File: src/rtl/calc_op_scheduler.sv
// rtl/calc_op_scheduler.sv - calculator sequencer: button debounce, ALU start/done handshake, BCD digits
// Optional feature macro: AUTO_REFRESH_EN (re-issue the last op when operands change while showing)
module calc_op_scheduler #(
  parameter int DEB_CYCLES = 1000000,
  parameter int TIMEOUT    = 255
) (
  input  logic        clk,
  input  logic        rst_n,
  input  logic [4:0]  btn,
  input  logic [7:0]  a,
  input  logic [7:0]  b,
  output logic        op_start,
  output logic [1:0]  op_code,
  output logic [7:0]  op_a,
  output logic [7:0]  op_b,
  input  logic        op_done,
  input  logic [15:0] op_result,
  input  logic        op_err,
  output logic        busy,
  output logic [3:0]  bin0,
  output logic [3:0]  bin1,
  output logic [3:0]  bin2,
  output logic [3:0]  bin3
);

  localparam int            DW       = $clog2(DEB_CYCLES + 1);
  localparam logic [DW-1:0] DEB_LAST = DW'(DEB_CYCLES - 1);
  localparam int            TW       = $clog2(TIMEOUT + 2);
  localparam logic [TW-1:0] TMAX     = TW'(TIMEOUT);

  typedef enum logic [2:0] {IDLE, ISSUE, WAIT, CONV, SHOW} state_t;

  state_t        state, state_nxt;
  logic [4:0]    deb_level;
  logic [4:0]    press;
  logic [DW-1:0] deb_cnt [5];
  logic          op_press;
  logic [1:0]    sel_code;
  logic [TW-1:0] wcnt;
  logic [16:0]   res_ext;
  logic [16:0]   mag;
  logic          res_neg;
  logic          res_bad;
  logic [15:0]   dd_bcd;
  logic [15:0]   bcd_adj;
  logic [15:0]   bcd_nxt;
  logic [13:0]   dd_bin;
  logic [3:0]    dd_cnt;
  logic          cv_neg;
  logic          cv_bad;
  logic          do_latch;
  logic          do_refresh;
  logic          do_err;
  logic          do_capture;
  logic          do_show;

  // A level is accepted only after DEB_CYCLES consecutive samples that differ from the current one
  always_ff @(posedge clk or negedge rst_n) begin
    if (!rst_n) begin
      deb_level <= '0;
      press     <= '0;
      for (int i = 0; i < 5; i++) deb_cnt[i] <= '0;
    end else begin
      for (int i = 0; i < 5; i++) begin
        press[i] <= 1'b0;
        if (btn[i] == deb_level[i]) begin
          deb_cnt[i] <= '0;
        end else if (deb_cnt[i] == DEB_LAST) begin
          deb_cnt[i]   <= '0;
          deb_level[i] <= btn[i];
          press[i]     <= btn[i];
        end else begin
          deb_cnt[i] <= deb_cnt[i] + DW'(1);
        end
      end
    end
  end

  always_comb begin
    sel_code = 2'd0;
    if (press[1])      sel_code = 2'd0;
    else if (press[2]) sel_code = 2'd1;
    else if (press[3]) sel_code = 2'd2;
    else if (press[4]) sel_code = 2'd3;
  end

  assign op_press = |press[4:1];

  // 17-bit magnitude so that -32768 yields 32768 and lands in the error range
  assign res_ext = {op_result[15], op_result};
  assign mag     = op_result[15] ? (~res_ext + 17'd1) : res_ext;
  assign res_neg = op_result[15] & (mag != 17'd0);
  assign res_bad = (mag > 17'd9999) | (res_neg & (mag > 17'd999));

  always_comb begin
    bcd_adj = dd_bcd;
    for (int k = 0; k < 4; k++) begin
      if (dd_bcd[4*k +: 4] >= 4'd5) bcd_adj[4*k +: 4] = dd_bcd[4*k +: 4] + 4'd3;
    end
    bcd_nxt = {bcd_adj[14:0], dd_bin[13]};
  end

  always_ff @(posedge clk or negedge rst_n) begin
    if (!rst_n) state <= IDLE;
    else        state <= state_nxt;
  end

  always_comb begin
    state_nxt  = state;
    do_latch   = 1'b0;
    do_refresh = 1'b0;
    do_err     = 1'b0;
    do_capture = 1'b0;
    do_show    = 1'b0;
    if (press[0]) begin
      state_nxt = IDLE;
    end else begin
      case (state)
        IDLE: begin
          if (op_press) begin
            state_nxt = ISSUE;
            do_latch  = 1'b1;
          end
        end
        ISSUE: state_nxt = WAIT;
        WAIT: begin
          if (op_done) begin
            if (op_err) begin
              state_nxt = SHOW;
              do_err    = 1'b1;
            end else begin
              state_nxt  = CONV;
              do_capture = 1'b1;
            end
          end else if (wcnt >= TMAX) begin
            state_nxt = SHOW;
            do_err    = 1'b1;
          end
        end
        CONV: begin
          if (cv_bad) begin
            state_nxt = SHOW;
            do_err    = 1'b1;
          end else if (dd_cnt == 4'd13) begin
            state_nxt = SHOW;
            do_show   = 1'b1;
          end
        end
        SHOW: begin
          if (op_press) begin
            state_nxt = ISSUE;
            do_latch  = 1'b1;
          end
`ifdef AUTO_REFRESH_EN
          else if ((a != op_a) || (b != op_b)) begin
            state_nxt  = ISSUE;
            do_refresh = 1'b1;
          end
`endif
        end
        default: state_nxt = IDLE;
      endcase
    end
  end

  always_ff @(posedge clk or negedge rst_n) begin
    if (!rst_n) begin
      op_code <= 2'd0;
      op_a    <= '0;
      op_b    <= '0;
      wcnt    <= '0;
      dd_bcd  <= '0;
      dd_bin  <= '0;
      dd_cnt  <= '0;
      cv_neg  <= 1'b0;
      cv_bad  <= 1'b0;
      {bin3, bin2, bin1, bin0} <= '0;
    end else begin
      if (do_latch) begin
        op_a    <= a;
        op_b    <= b;
        op_code <= sel_code;
      end else if (do_refresh) begin
        op_a <= a;
        op_b <= b;
      end
      wcnt <= (state == WAIT) ? wcnt + TW'(1) : '0;
      if (do_capture) begin
        dd_bcd <= '0;
        dd_bin <= mag[13:0];
        dd_cnt <= '0;
        cv_neg <= res_neg;
        cv_bad <= res_bad;
      end else if (state == CONV) begin
        dd_bcd <= bcd_nxt;
        dd_bin <= {dd_bin[12:0], 1'b0};
        dd_cnt <= dd_cnt + 4'd1;
      end
      if (press[0]) begin
        {bin3, bin2, bin1, bin0} <= '0;
      end else if (do_err) begin
        {bin3, bin2, bin1, bin0} <= 16'hEEEE;
      end else if (do_show) begin
        if (cv_neg) {bin3, bin2, bin1, bin0} <= {4'hF, bcd_nxt[11:0]};
        else        {bin3, bin2, bin1, bin0} <= bcd_nxt;
      end
    end
  end

  assign op_start = (state == ISSUE);
  assign busy     = (state == ISSUE) || (state == WAIT) || (state == CONV);

endmodule
File: config.mk
export PLATFORM = sky130hd
export DESIGN_NAME = calc_op_scheduler
export DESIGN_NICKNAME = d
export VERILOG_FILES = /design/src/rtl/calc_op_scheduler.sv
export SDC_FILE = /design/constraint.sdc
export NUM_CORES = 1
export LEC_CHECK = 0
export ABC_CLOCK_PERIOD_IN_PS = 4800
export CAP_MARGIN = 0
export CORE_MARGIN = 1
export CORE_UTILIZATION = 35
export DETAILED_ROUTE_END_ITERATION = 10
export DONT_BUFFER_PORTS = 1
export GPL_ROUTABILITY_DRIVEN = 0
export HOLD_SLACK_MARGIN = 0.03
export PLACE_DENSITY = 0.55
export SKIP_CTS_REPAIR_TIMING = 1
export SYNTH_ARGS = -nofsm -noshare
export SYNTH_HDL_FRONTEND = slang
export SYNTH_SLANG_ARGS = --single-unit
export TNS_END_PERCENT = 1
File: constraint.sdc
create_clock -name clk -period 4.8 [get_ports clk]
set_clock_uncertainty 0.2 [all_clocks]
set_input_delay 0 -clock clk [delete_from_list [all_inputs] [get_ports clk]]
set_output_delay 0 -clock clk [all_outputs]
set_load 0.03 [all_outputs]
==> implementation parameters, run 1 <==
Parameter                              Value

Detailed routing
  Final routed DRC violation total ... 0
  Final antenna-violating net count ... 0
  DR WL/cell ... between 10 and 15 um
  Drt pass-1 iters ... 4
  Via count ... between 6000 and 7000
  Iter 0 DRT Violations ... 339
  Routed vias/inst ... roughly 5
  Drt total wl ... 19510 um

Synth
  Number of flops mapped to enable cells by yosys ... 0
  Combined area of all synthesized cells ... between 9000 and 10000 um2
  Post-synthesis mux area share ... roughly 3.7%
  Share of synthesized cell area in and, or, nand and nor gates ... a little over a fifth
  Combinational family with the most area after synthesis ... simple AND/OR/NAND/NOR gates
  Number of warning messages in the yosys log ... 0
  Synthesized net count ... 1016
  Proportion of synthesized chip area in sequential cells ... approximately half
  Mean post-synth cell area ... 9.946 um2
  Synth async-reset ratio ... 100.0%
  Synthesized netlist cell count ... around 960
  Distinct cells, synth ... 53
  Flip-flop and latch count after synthesis ... about 190
  Compound-Gate Fraction of Synth Area ... 9.478%
  Xor and xnor area share after synthesis ... 10.21%
  Area share of fa/ha/maj cells after synthesis ... roughly 2.4%
  Most used DFF post-synth ... dfrtp_1

Critical path
  Peak per-stage delay on the critical path ... ~610 ps
  CP startpoint kind ... input pin
  Sequence of cells on the critical path ... dlygate4sd3_1, inv_1, ha_1, or3b_2, nor4_1, mux2_2, a221oi_2, a31oi_1, dlygate4sd3_1
  Slowest cell on crit path ... or3b_2
  Critical path peak fanout ... 13
  Kind of critical path ... in2reg
  Data arrival time of the critical path ... about 3200 ps
  Crit-path most repeated cell ... dlygate4sd3_1
  Crit end category ... flip-flop
  Data required time of the worst path ... roughly 5000 ps

Floorplan
  Chip height ... ~170 um
  Placement Rows ... 59
  Ports placed on the boundary ... 77
  Full die area ... ~28000 um2
  Horizontal die dimension ... roughly 170 um
  Core area ... between 20000 and 30000 um2
  Starting Density ... 36.12%

Worst hold path
  Tightest Hold Check Type ... in2reg

STA
  Worst max-slew margin expressed relative to the limit ... between 30 and 40%
  Transition time at the pin with the least slew margin ... approximately 1000 ps
  Time the final worst path needs with I/O delays and setup ... between 3000 and 4000 ps
  Post-route fraction of the period consumed by the critical path ... 64.65%
  Total negative slack ... 0 ps
  Setup violators final ... 0
  Unrepaired setup endpoints after global routing ... false
  Max Fclk ... about 320 MHz
  Hold Fails Final Rpt ... 4
  Fin. max-slew vios ... 0
  Final worst hold slack ... -23.67 ps

GRT
  Remaining Overflow, GRT ... 0
  Global router's overall resource usage ... ~14%
  Initial antenna violation count ... 0
  Largest net degree at the start of global routing ... around 190
  Number of global-route vias before repair ... about 6500
  Met2 Use GR ... between 20% and 30%
  First-pass GRT wire length ... ~32000 um
  Gr busiest metal ... met2
  Global-route track usage on met1 ... 18.95%
  Grt met3 use ... under 10%

Finish
  Area added between synthesis and finish ... 15.51%
  Antenna diodes ... 0
  Share of layout cells above drive strength 1 ... ~7.1%
  Area of the multi-input gates ... about 4500 um2
  Filler Cells Inserted ... approximately 2600
  Post-route non-filler standard cell count ... between 1000 and 1500
  Post-layout net count ... ~1100
  Sequential cell area ... around 4800 um2

Power
  Psw ... just over 800 uW
  Sequential cell fraction of total power ... about half
  Pleak ... between 4 and 5 nW
  Sw Ratio ... around a quarter
  Part of the total power dissipated in combinational logic ... approximately 5.7%
  Power per Cell Area ... between 300 and 400 nW/um2
  Max VDD drop ... around 240 uV
  Int Power ... ~2.6 mW
  Clock share of power ... between 40% and 50%

Clock network
  Clock latency of the later-clocked register in the worst-skew pair ... around 440 ps
  Clock tree from TritonCTS ... built
  TritonCTS sink count ... around 190
  Buffer type at the clock tree root ... clkbuf_16
  Clock slew seen by the registers of the worst setup and hold paths ... about 70 ps
  Clock Path Buffers ... 2
  Clock H-tree levels ... 4
  Total CTS buffers ... 17

Flow run
  Maximum capacitance violations ... 0

Status
  Failing checks ... negative hold slack
  Status ... complete, but fails checks

Placed design
  Total half-perimeter wirelength after legalization and detailed placement ... around 12000 um
  Number of instances in the placed design ... 1260
  Count of buffers inserted at the top-level ports ... 0
power by group through the flow:
stage	logic, mW	registers, mW	clock network, mW
after global routing	0.222	1.68	1.62
after CTS	0.119	1.68	1.56
after floorplan	0.103	1.70	0
after detailed placement	0.118	1.71	0
final	0.192	1.68	1.50
after global placement	0.118	1.71	0
per-stage QoR:
stage / area [um2] / total power [mW] / utilization (%) / setup slack [ps]
6_report: 10990 / 3.374 / 41.72 / 1697
5_1_grt: 10990 / 3.519 / 41.72 / 1501
4_1_cts: 10460 / 3.357 / 39.68 / 1848
3_5_place_dp: 9836 / 1.827 / 37.32 / 1868
3_3_place_gp: 9836 / 1.826 / 37.32 / 1902
2_1_floorplan: 9518 / 1.806 / - / 2413
registers in the layout, summed over array words and instances, names as in the netlist:
| name | cells |
|---|---|
| deb_cnt | 100 |
| dd_bin | 14 |
| bin2 | 4 |
| bin1 | 4 |
| cv_bad | 1 |
| deb_level | 5 |
| bin0 | 4 |
| wcnt | 9 |
| op_code | 2 |
| op_a | 8 |
| cv_neg | 1 |
| state | 3 |
| bin3 | 4 |
| dd_cnt | 4 |
| dd_bcd | 16 |
| press | 5 |
| op_b | 8 |
per-layer routing:
layer	share of wire, %	up-vias
met4	0.89	0
met5	0	-
met2	47	69
li1	-	3440
met3	2.9	17
met1	50	3320
layout by cell type, fill, tap and decap left out, types with 25 or more instances in the layout:
master / count
nand2_1: 56
a21oi_1: 33
mux2_2: 25
xnor2_1: 39
xor2_1: 72
o21ai_0: 44
nor2_1: 139
dfrtp_1: 192
dlygate4sd3_1: 51
nand3_1: 58
cells in the mapped netlist (11+ instances only):
master    number  area, um2
o31ai_1       11      82.58
nand3_1       58      290.3
nor3b_1       11      82.58
a22oi_1       12      90.09
nand4_1       21      131.4
a21oi_1       33      165.2
clkbuf_1      33      123.9
ha_1          18      225.2
o21ai_0       44      220.2
nor3_1        15      75.07
dfrtp_1      192       4805
or3_1         14      87.58
xor2_1        72      630.6
inv_1         22      82.58
nand2_1       56      210.2
nor2_1       139      521.8
and3_1        22      137.6
a21o_1        12      90.09
xnor2_1       39      341.6
mux2_2        25      281.5
nor4_1        11      68.82
worst max-delay path, delay by kind of cell:
family	cells	cell delay [ps]
multiplexers	1	390
AND/OR/NAND/NOR	2	970
AO/OA/AOI/OAI	2	410
buffers and inverters	3	1220
adder cells (fa/ha/maj)	1	210
final timing paths:
path / depth (start not counted) / slack [ps] / end / start
min reg2reg: 1 / 270 / deb_cnt[60]$_DFF_PN0_ / deb_cnt[60]$_DFF_PN0_
min: 4 / -20 / cv_bad$_DFFE_PN0P_ / op_result[6]
max reg2reg: 5 / 1800 / op_b[3]$_DFFE_PN0P_ / press[0]$_DFF_PN0_
max in group asynchronous: 2 / 3570 / dd_bcd[2]$_DFFE_PN0P_ / rst_n
min in group asynchronous: 2 / 10 / deb_cnt[35]$_DFF_PN0_ / rst_n
max: 9 / 1700 / cv_neg$_DFFE_PN0P_ / op_result[0]
area by class of cell:
cell class	instances	area share (%)
inverters	22	0.7511
repair buffers	58	5.303
clock inverters	14	1.741
well taps	335	3.812
clock buffers	18	3.903
flip-flops and latches	192	43.70
multi-input cells	705	40.79
logic make-up after synthesis:
| family | after synthesis |
|---|---|
| AO/OA/AOI/OAI | 141 |
| buffers and inverters | 60 |
| flip-flops | 192 |
| multiplexers | 32 |
| adder cells (fa/ha/maj) | 18 |
| XOR/XNOR | 111 |
| AND/OR/NAND/NOR | 403 |
No activity file was read; power rests on OpenSTA's default activity.
==> run 2: changes to the inputs <==
--- a/config.mk
+++ b/config.mk
@@ -5,7 +5,7 @@
 export SDC_FILE = /design/constraint.sdc
 export NUM_CORES = 1
 export LEC_CHECK = 0
-export ABC_CLOCK_PERIOD_IN_PS = 4800
+export ABC_CLOCK_PERIOD_IN_PS = 2700
 export CAP_MARGIN = 0
 export CORE_MARGIN = 1
 export CORE_UTILIZATION = 35
@@ -13,7 +13,7 @@
 export DONT_BUFFER_PORTS = 1
 export GPL_ROUTABILITY_DRIVEN = 0
 export HOLD_SLACK_MARGIN = 0.03
-export PLACE_DENSITY = 0.55
+export PLACE_DENSITY = 0.57
 export SKIP_CTS_REPAIR_TIMING = 1
 export SYNTH_ARGS = -nofsm -noshare
 export SYNTH_HDL_FRONTEND = slang
==> constraint.sdc (replaced) <==
create_clock -name clk -period 2.7 [get_ports clk]
set_clock_uncertainty 0.2 [all_clocks]
set_input_delay 0 -clock clk [delete_from_list [all_inputs] [get_ports clk]]
set_output_delay 0 -clock clk [all_outputs]
set_load 0.03 [all_outputs]
==> implementation parameters, run 2 (synthesis gave the netlist of run 1 again) <==
Parameter                              Value

Critical path
  Crit end category ... flip-flop
  Critical path peak fanout ... 12
  Reg-to-reg setup timing slack ... between 200 and 250 ps
  Data arrival time of the critical path ... 2620 ps
  Data required time of the worst path ... roughly 2900 ps
  Kind of critical path ... reg2reg
  CP startpoint kind ... flip-flop

Floorplan
  Ports placed on the boundary ... 77
  Placement Rows ... a little under 60
  Core area ... between 20000 and 30000 um2
  Starting Density ... a little over a third
  Chip height ... 166.9 um
  Horizontal die dimension ... ~170 um
  Full die area ... ~28000 um2

Finish
  Share of layout cells above drive strength 1 ... between 8 and 9%
  Final core occ ... between 40% and 50%
  Post-layout net count ... around 1100
  Number of flip-flops in the largest register ... 100
  Register ranked first by flip-flop count ... deb_cnt
  Registers with the highest flip-flop counts ... deb_cnt x100, dd_bcd x16, dd_bin x14
  Leading cell type in the layout, fill and taps excluded ... dfrtp_1
  Area added between synthesis and finish ... 16.12%
  Antenna diodes ... 0
  Commonest cells after routing, fill and taps aside ... dfrtp_1, nor2_1, xor2_1

Placed design
  Total half-perimeter wirelength after legalization and detailed placement ... 13040 um
  Place WS ... 126.5 ps
  Count of buffers inserted at the top-level ports ... 0

STA
  Time the final worst path needs with I/O delays and setup ... 2453 ps
  Post-route fraction of the period consumed by the critical path ... 90.84%
  Slack of the critical path ... roughly 250 ps
  Fin. max-slew vios ... 0
  Max Fclk ... 407.7 MHz
  Hold Fails Final Rpt ... ~190
  Worst max-slew margin expressed relative to the limit ... 33.15%
  Transition time at the pin with the least slew margin ... between 900 and 1000 ps
  Setup violators final ... 0
  Unrepaired setup endpoints after global routing ... true
  Final worst hold slack ... -946.5 ps

GRT
  Global router's overall resource usage ... between 10 and 15%
  Number of global-route vias before repair ... around 6800
  First-pass GRT wire length ... roughly 34000 um
  Initial antenna violation count ... 0
  Remaining Overflow, GRT ... 0
  Largest net degree at the start of global routing ... around 190

Power
  Clock share of power ... between 40% and 50%
  Part of the total power dissipated in combinational logic ... just over 5%
  Int Power ... about 4.5 mW
  Pleak ... around 4.9 nW
  Power per Cell Area ... approximately 530 nW/um2
  Max VDD drop ... ~380 uV
  Sequential cell fraction of total power ... approximately half
  Psw ... 1.336 mW
  Sw Ratio ... about 23%

Clock network
  Clock H-tree levels ... 4
  Clock tree from TritonCTS ... built
  Clock Path Buffers ... 2
  TritonCTS sink count ... 192
  Buffer type at the clock tree root ... clkbuf_16
  Clock slew seen by the registers of the worst setup and hold paths ... approximately 80 ps
  Total CTS buffers ... 17
  Clock latency of the later-clocked register in the worst-skew pair ... around 440 ps

Flow run
  Maximum capacitance violations ... 0

Detailed routing
  Routed vias/inst ... a little over 5
  Via count ... roughly 7000
  DR WL/cell ... between 10 and 15 um
  Drt total wl ... 19980 um
  Drt pass-1 iters ... 4
  Final routed DRC violation total ... 0
  Iter 0 DRT Violations ... 372
  Final antenna-violating net count ... 0

Status
  Status ... complete, but fails checks
  Failing checks ... negative hold slack

Worst hold path
  Tightest Hold Check Type ... in2async
[run 2: cell count changes in the layout (fill, tap and decap cells not counted)]
cell           previous run  this run
inv_6                     5         2
inv_8                     2         0
clkbuf_1                  1         2
dlygate4sd3_1            51        47
clkinvlp_4                0         3
clkinv_2                  0         3
buf_16                    1         0
buf_4                     6        26
clkinv_4                  4         2
[run 2: critical path, stage by stage (launching register included)]
cell      delay [ps]
dfrtp_1          420
ha_1             240
nand3_1          140
nor2_1            80
ha_1             190
nor3_1           110
o21ai_0          160
a22oi_1          210
nand2b_1         190
nor2_1           120
buf_4            190
a21o_1           140
[run 2: per-layer routing]
metal	track usage [%]	vias to the layer above	share of wire (%)
met1	19.35	3422	47
met5	0	-	0
met3	3.755	25	3.4
met4	4.992	0	1.6
li1	-	3453	-
met2	24.43	80	48
[run 2: path summary, 6_finish.rpt]
| kind | from | end | cells after the start |
|---|---|---|---|
| setup / recovery | wcnt[0]$_DFF_PN0_ | bin1[1]$_DFFE_PN0P_ | 11 |
| hold / removal | rst_n | dd_bin[11]$_DFFE_PN0P_ | 0 |
| setup reg to reg | wcnt[0]$_DFF_PN0_ | bin1[1]$_DFFE_PN0P_ | 11 |
| hold reg to reg | deb_cnt[60]$_DFF_PN0_ | deb_cnt[60]$_DFF_PN0_ | 1 |
| max in group asynchronous | rst_n | dd_bcd[12]$_DFFE_PN0P_ | 0 |
| min in group clk | op_result[4] | cv_neg$_DFFE_PN0P_ | 4 |
[run 2: cell type report]
cell class                      count  area [um2]
Clock inverter                     13       162.7
Clock buffer                       19       432.9
Inverter                           22       82.58
Sequential cell                   192        4805
Multi-Input combinational cell    705        4484
Timing Repair Buffer               73       665.6
Tap cell                          335       419.2
Fill cell                        2543       15300
[run 2: power groups by stage]
stage | Combinational (mW) | Clock [mW] | Sequential, mW
after CTS | 0.223 | 2.69 | 2.98
after floorplan | 0.183 | 0 | 3.03
after detailed placement | 0.222 | 0 | 3.04
final | 0.299 | 2.60 | 2.98
after global placement | 0.220 | 0 | 3.04
after global routing | 0.340 | 2.80 | 2.99
[run 2: through the flow]
stage          power, mW  setup TNS, ps  hold slack [ps]  std cells  instance area (um2)
2_1_floorplan      3.210              0           -495.6        957                 9518
3_3_place_gp       3.255              0           -486.5       1278                 9971
3_5_place_dp       3.259              0           -488.1       1278                 9971
4_1_cts            5.895              0           -969.8       1310                10570
5_1_grt            6.128         -14.23           -974.1       1359                11050
6_report           5.875              0           -946.5       1359                11050
==> run 3: changes to the inputs <==
==> constraint.sdc (replaced) <==
create_clock -name clk -period 2.7 [get_ports clk]
set_clock_uncertainty 0.2 [all_clocks]
set_input_delay 0.54 -clock clk [delete_from_list [all_inputs] [get_ports clk]]
set_output_delay 0.54 -clock clk [all_outputs]
set_load 0.03 [all_outputs]
==> implementation parameters, run 3 (synthesis gave the netlist of run 1 again) <==
Parameter                              Value

Status
  Failing checks ... negative hold slack
  Status ... complete, but fails checks

Critical path
  Slowest cell on crit path ... dfrtp_1
  Worst setup path start ... wcnt[0]$_DFF_PN0_
  Sequence of cells on the critical path ... ha_1, nand3_1, nor2_1, ha_1, nor3_1, o21ai_0, a22oi_2, buf_4, o21ba_2, and3_1, o2bb2ai_1
  Worst flop-to-flop path endpoint ... bin3[3]$_DFFE_PN0P_
  Last element of the critical path ... bin3[3]$_DFFE_PN0P_
  Data required time of the worst path ... 2820 ps
  Reg-to-reg setup timing slack ... about 230 ps
  Peak per-stage delay on the critical path ... 410 ps
  Buffers and inverters on the worst path ... 1
  CP startpoint kind ... flip-flop
  Crit-path most repeated cell ... ha_1
  Category of cells accounting for the largest share of critical-path delay ... compound AO/OA/AOI/OAI gates
  Crit end category ... flip-flop
  Kind of critical path ... reg2reg
  Critical path peak fanout ... 4
  Data arrival time of the critical path ... approximately 2600 ps
  R2R Path Start ... wcnt[0]$_DFF_PN0_
  Depth of the most critical reg-to-reg path ... 11
  Logic depth of the worst setup path including buffers ... 11

Detailed routing
  DR WL/cell ... 14.36 um
  Final antenna-violating net count ... 0
  Via count ... 6724
  Iter 0 DRT Violations ... between 300 and 400
  Drt pass-1 iters ... 5
  Routed vias/inst ... approximately 5
  Final routed DRC violation total ... 0
  Drt total wl ... 19060 um

STA
  Fin. max-slew vios ... 0
  Hold Fails Final Rpt ... 192
  Final worst hold slack ... -409.3 ps
  Unrepaired setup endpoints after global routing ... false
  Worst max-slew margin expressed relative to the limit ... between 30% and 40%
  Time the final worst path needs with I/O delays and setup ... 2473 ps
  Post-route fraction of the period consumed by the critical path ... about nine tenths
  Max Fclk ... 404.3 MHz
  Transition time at the pin with the least slew margin ... around 980 ps
  Setup violators final ... 0

Finish
  Registers with the highest flip-flop counts ... deb_cnt x100, dd_bcd x16, dd_bin x14
  Post-route non-filler standard cell count ... ~1300
  Share of layout cells above drive strength 1 ... between 10% and 20%
  Fin area ... between 10000 and 15000 um2
  Leading cell type in the layout, fill and taps excluded ... dfrtp_1
  Register ranked first by flip-flop count ... deb_cnt
  Commonest cells after routing, fill and taps aside ... dfrtp_1, nor2_1, xor2_1
  Number of flip-flops in the largest register ... 100
  Antenna diodes ... 0
  Post-layout net count ... 1038
  Area added between synthesis and finish ... 12.72%

Clock network
  Clock slew seen by the registers of the worst setup and hold paths ... roughly 80 ps
  Total CTS buffers ... 17
  Buffer type at the clock tree root ... clkbuf_16
  Clock latency of the later-clocked register in the worst-skew pair ... approximately 440 ps
  Clock tree from TritonCTS ... built
  TritonCTS sink count ... roughly 190
  Clock Path Buffers ... 2
  Clock H-tree levels ... 4

GRT
  Number of global-route vias before repair ... approximately 6600
  First-pass GRT wire length ... around 33000 um
  Remaining Overflow, GRT ... 0
  Global router's overall resource usage ... roughly 14%
  Initial antenna violation count ... 0
  Largest net degree at the start of global routing ... 193

Floorplan
  Horizontal die dimension ... between 150 and 200 um
  Starting Density ... between 30 and 40%
  Ports placed on the boundary ... 77
  Placement Rows ... 59
  Chip height ... roughly 170 um
  Core area ... about 26000 um2
  Full die area ... 27860 um2

Flow run
  Maximum capacitance violations ... 0

Placed design
  Number of instances in the placed design ... around 1300
  DP Area ... between 10000 and 15000 um2
  Count of buffers inserted at the top-level ports ... 0
  Total half-perimeter wirelength after legalization and detailed placement ... 12630 um

Power
  Pleak ... 4.749 nW
  Power per Cell Area ... between 500 and 600 nW/um2
  Max VDD drop ... 343.8 uV

Worst hold path
  Tightest Hold Check Type ... in2async
[run 3: cell count changes in the layout (fill, tap and decap cells not counted), moves of 2 or more]
| cell | before | now |
|---|---|---|
| dlygate4sd3_1 | 47 | 6 |
| buf_4 | 26 | 35 |
| inv_8 | 0 | 5 |
| inv_6 | 2 | 6 |
| clkinvlp_4 | 3 | 0 |
| bufinv_16 | 3 | 1 |
| clkbuf_1 | 2 | 0 |
| clkinv_4 | 2 | 0 |
[run 3: area by class of cell]
class                   count  area [um2]
clock buffers              17       425.4
clock inverters            15       165.2
fillers                  2571       15630
inverters                  22       82.58
multi-input cells         705        4509
flip-flops and latches    192        4805
well taps                 335       419.2
repair buffers             41       322.8
[run 3: power breakdown]
group	total, mW	leakage, nW	switching, mW	internal [mW]
logic	0.236	1.91	0.128	0.108
clock network	2.57	0.296	1.25	1.33
registers	2.98	2.54	0.0523	2.93
total	5.79	4.75	1.43	4.36
[run 3: metrics by stage]
step	utilization [%]	setup slack [ps]	power, mW	TNS (ps)	hold WS, ps
6_report	40.71	226.7	5.791	0	-409.3
5_1_grt	40.71	17.18	6.033	0	-443.9
4_1_cts	40.38	108.5	5.890	0	-430.4
3_5_place_dp	38.14	-78.27	3.268	-78.27	53.50
3_3_place_gp	38.14	-64.98	3.267	-64.98	50.88
2_1_floorplan	-	39.08	3.212	0	44.41
[run 3: layer usage]
metal	up-vias	GRT usage [%]	share of wire, %
met5	-	0	0
met4	0	3.583	0.70
met3	8	3.422	3.4
met2	63	22.59	47
met1	3257	19.59	49
li1	3396	-	-
[run 3: how the worst min path moves through the flow]
stage / to / slack (ps) / cells after the start
final: dd_bin[10]$_DFFE_PN0P_ / -410 / 0
after global routing: dd_bin[10]$_DFFE_PN0P_ / -440 / 0
after global placement: dd_bin[10]$_DFFE_PN0P_ / 50 / 0
after CTS: dd_bin[11]$_DFFE_PN0P_ / -430 / 0
after detailed placement: dd_bcd[15]$_DFFE_PN0P_ / 50 / 0
after floorplan: bin0[0]$_DFFE_PN0P_ / 40 / 0
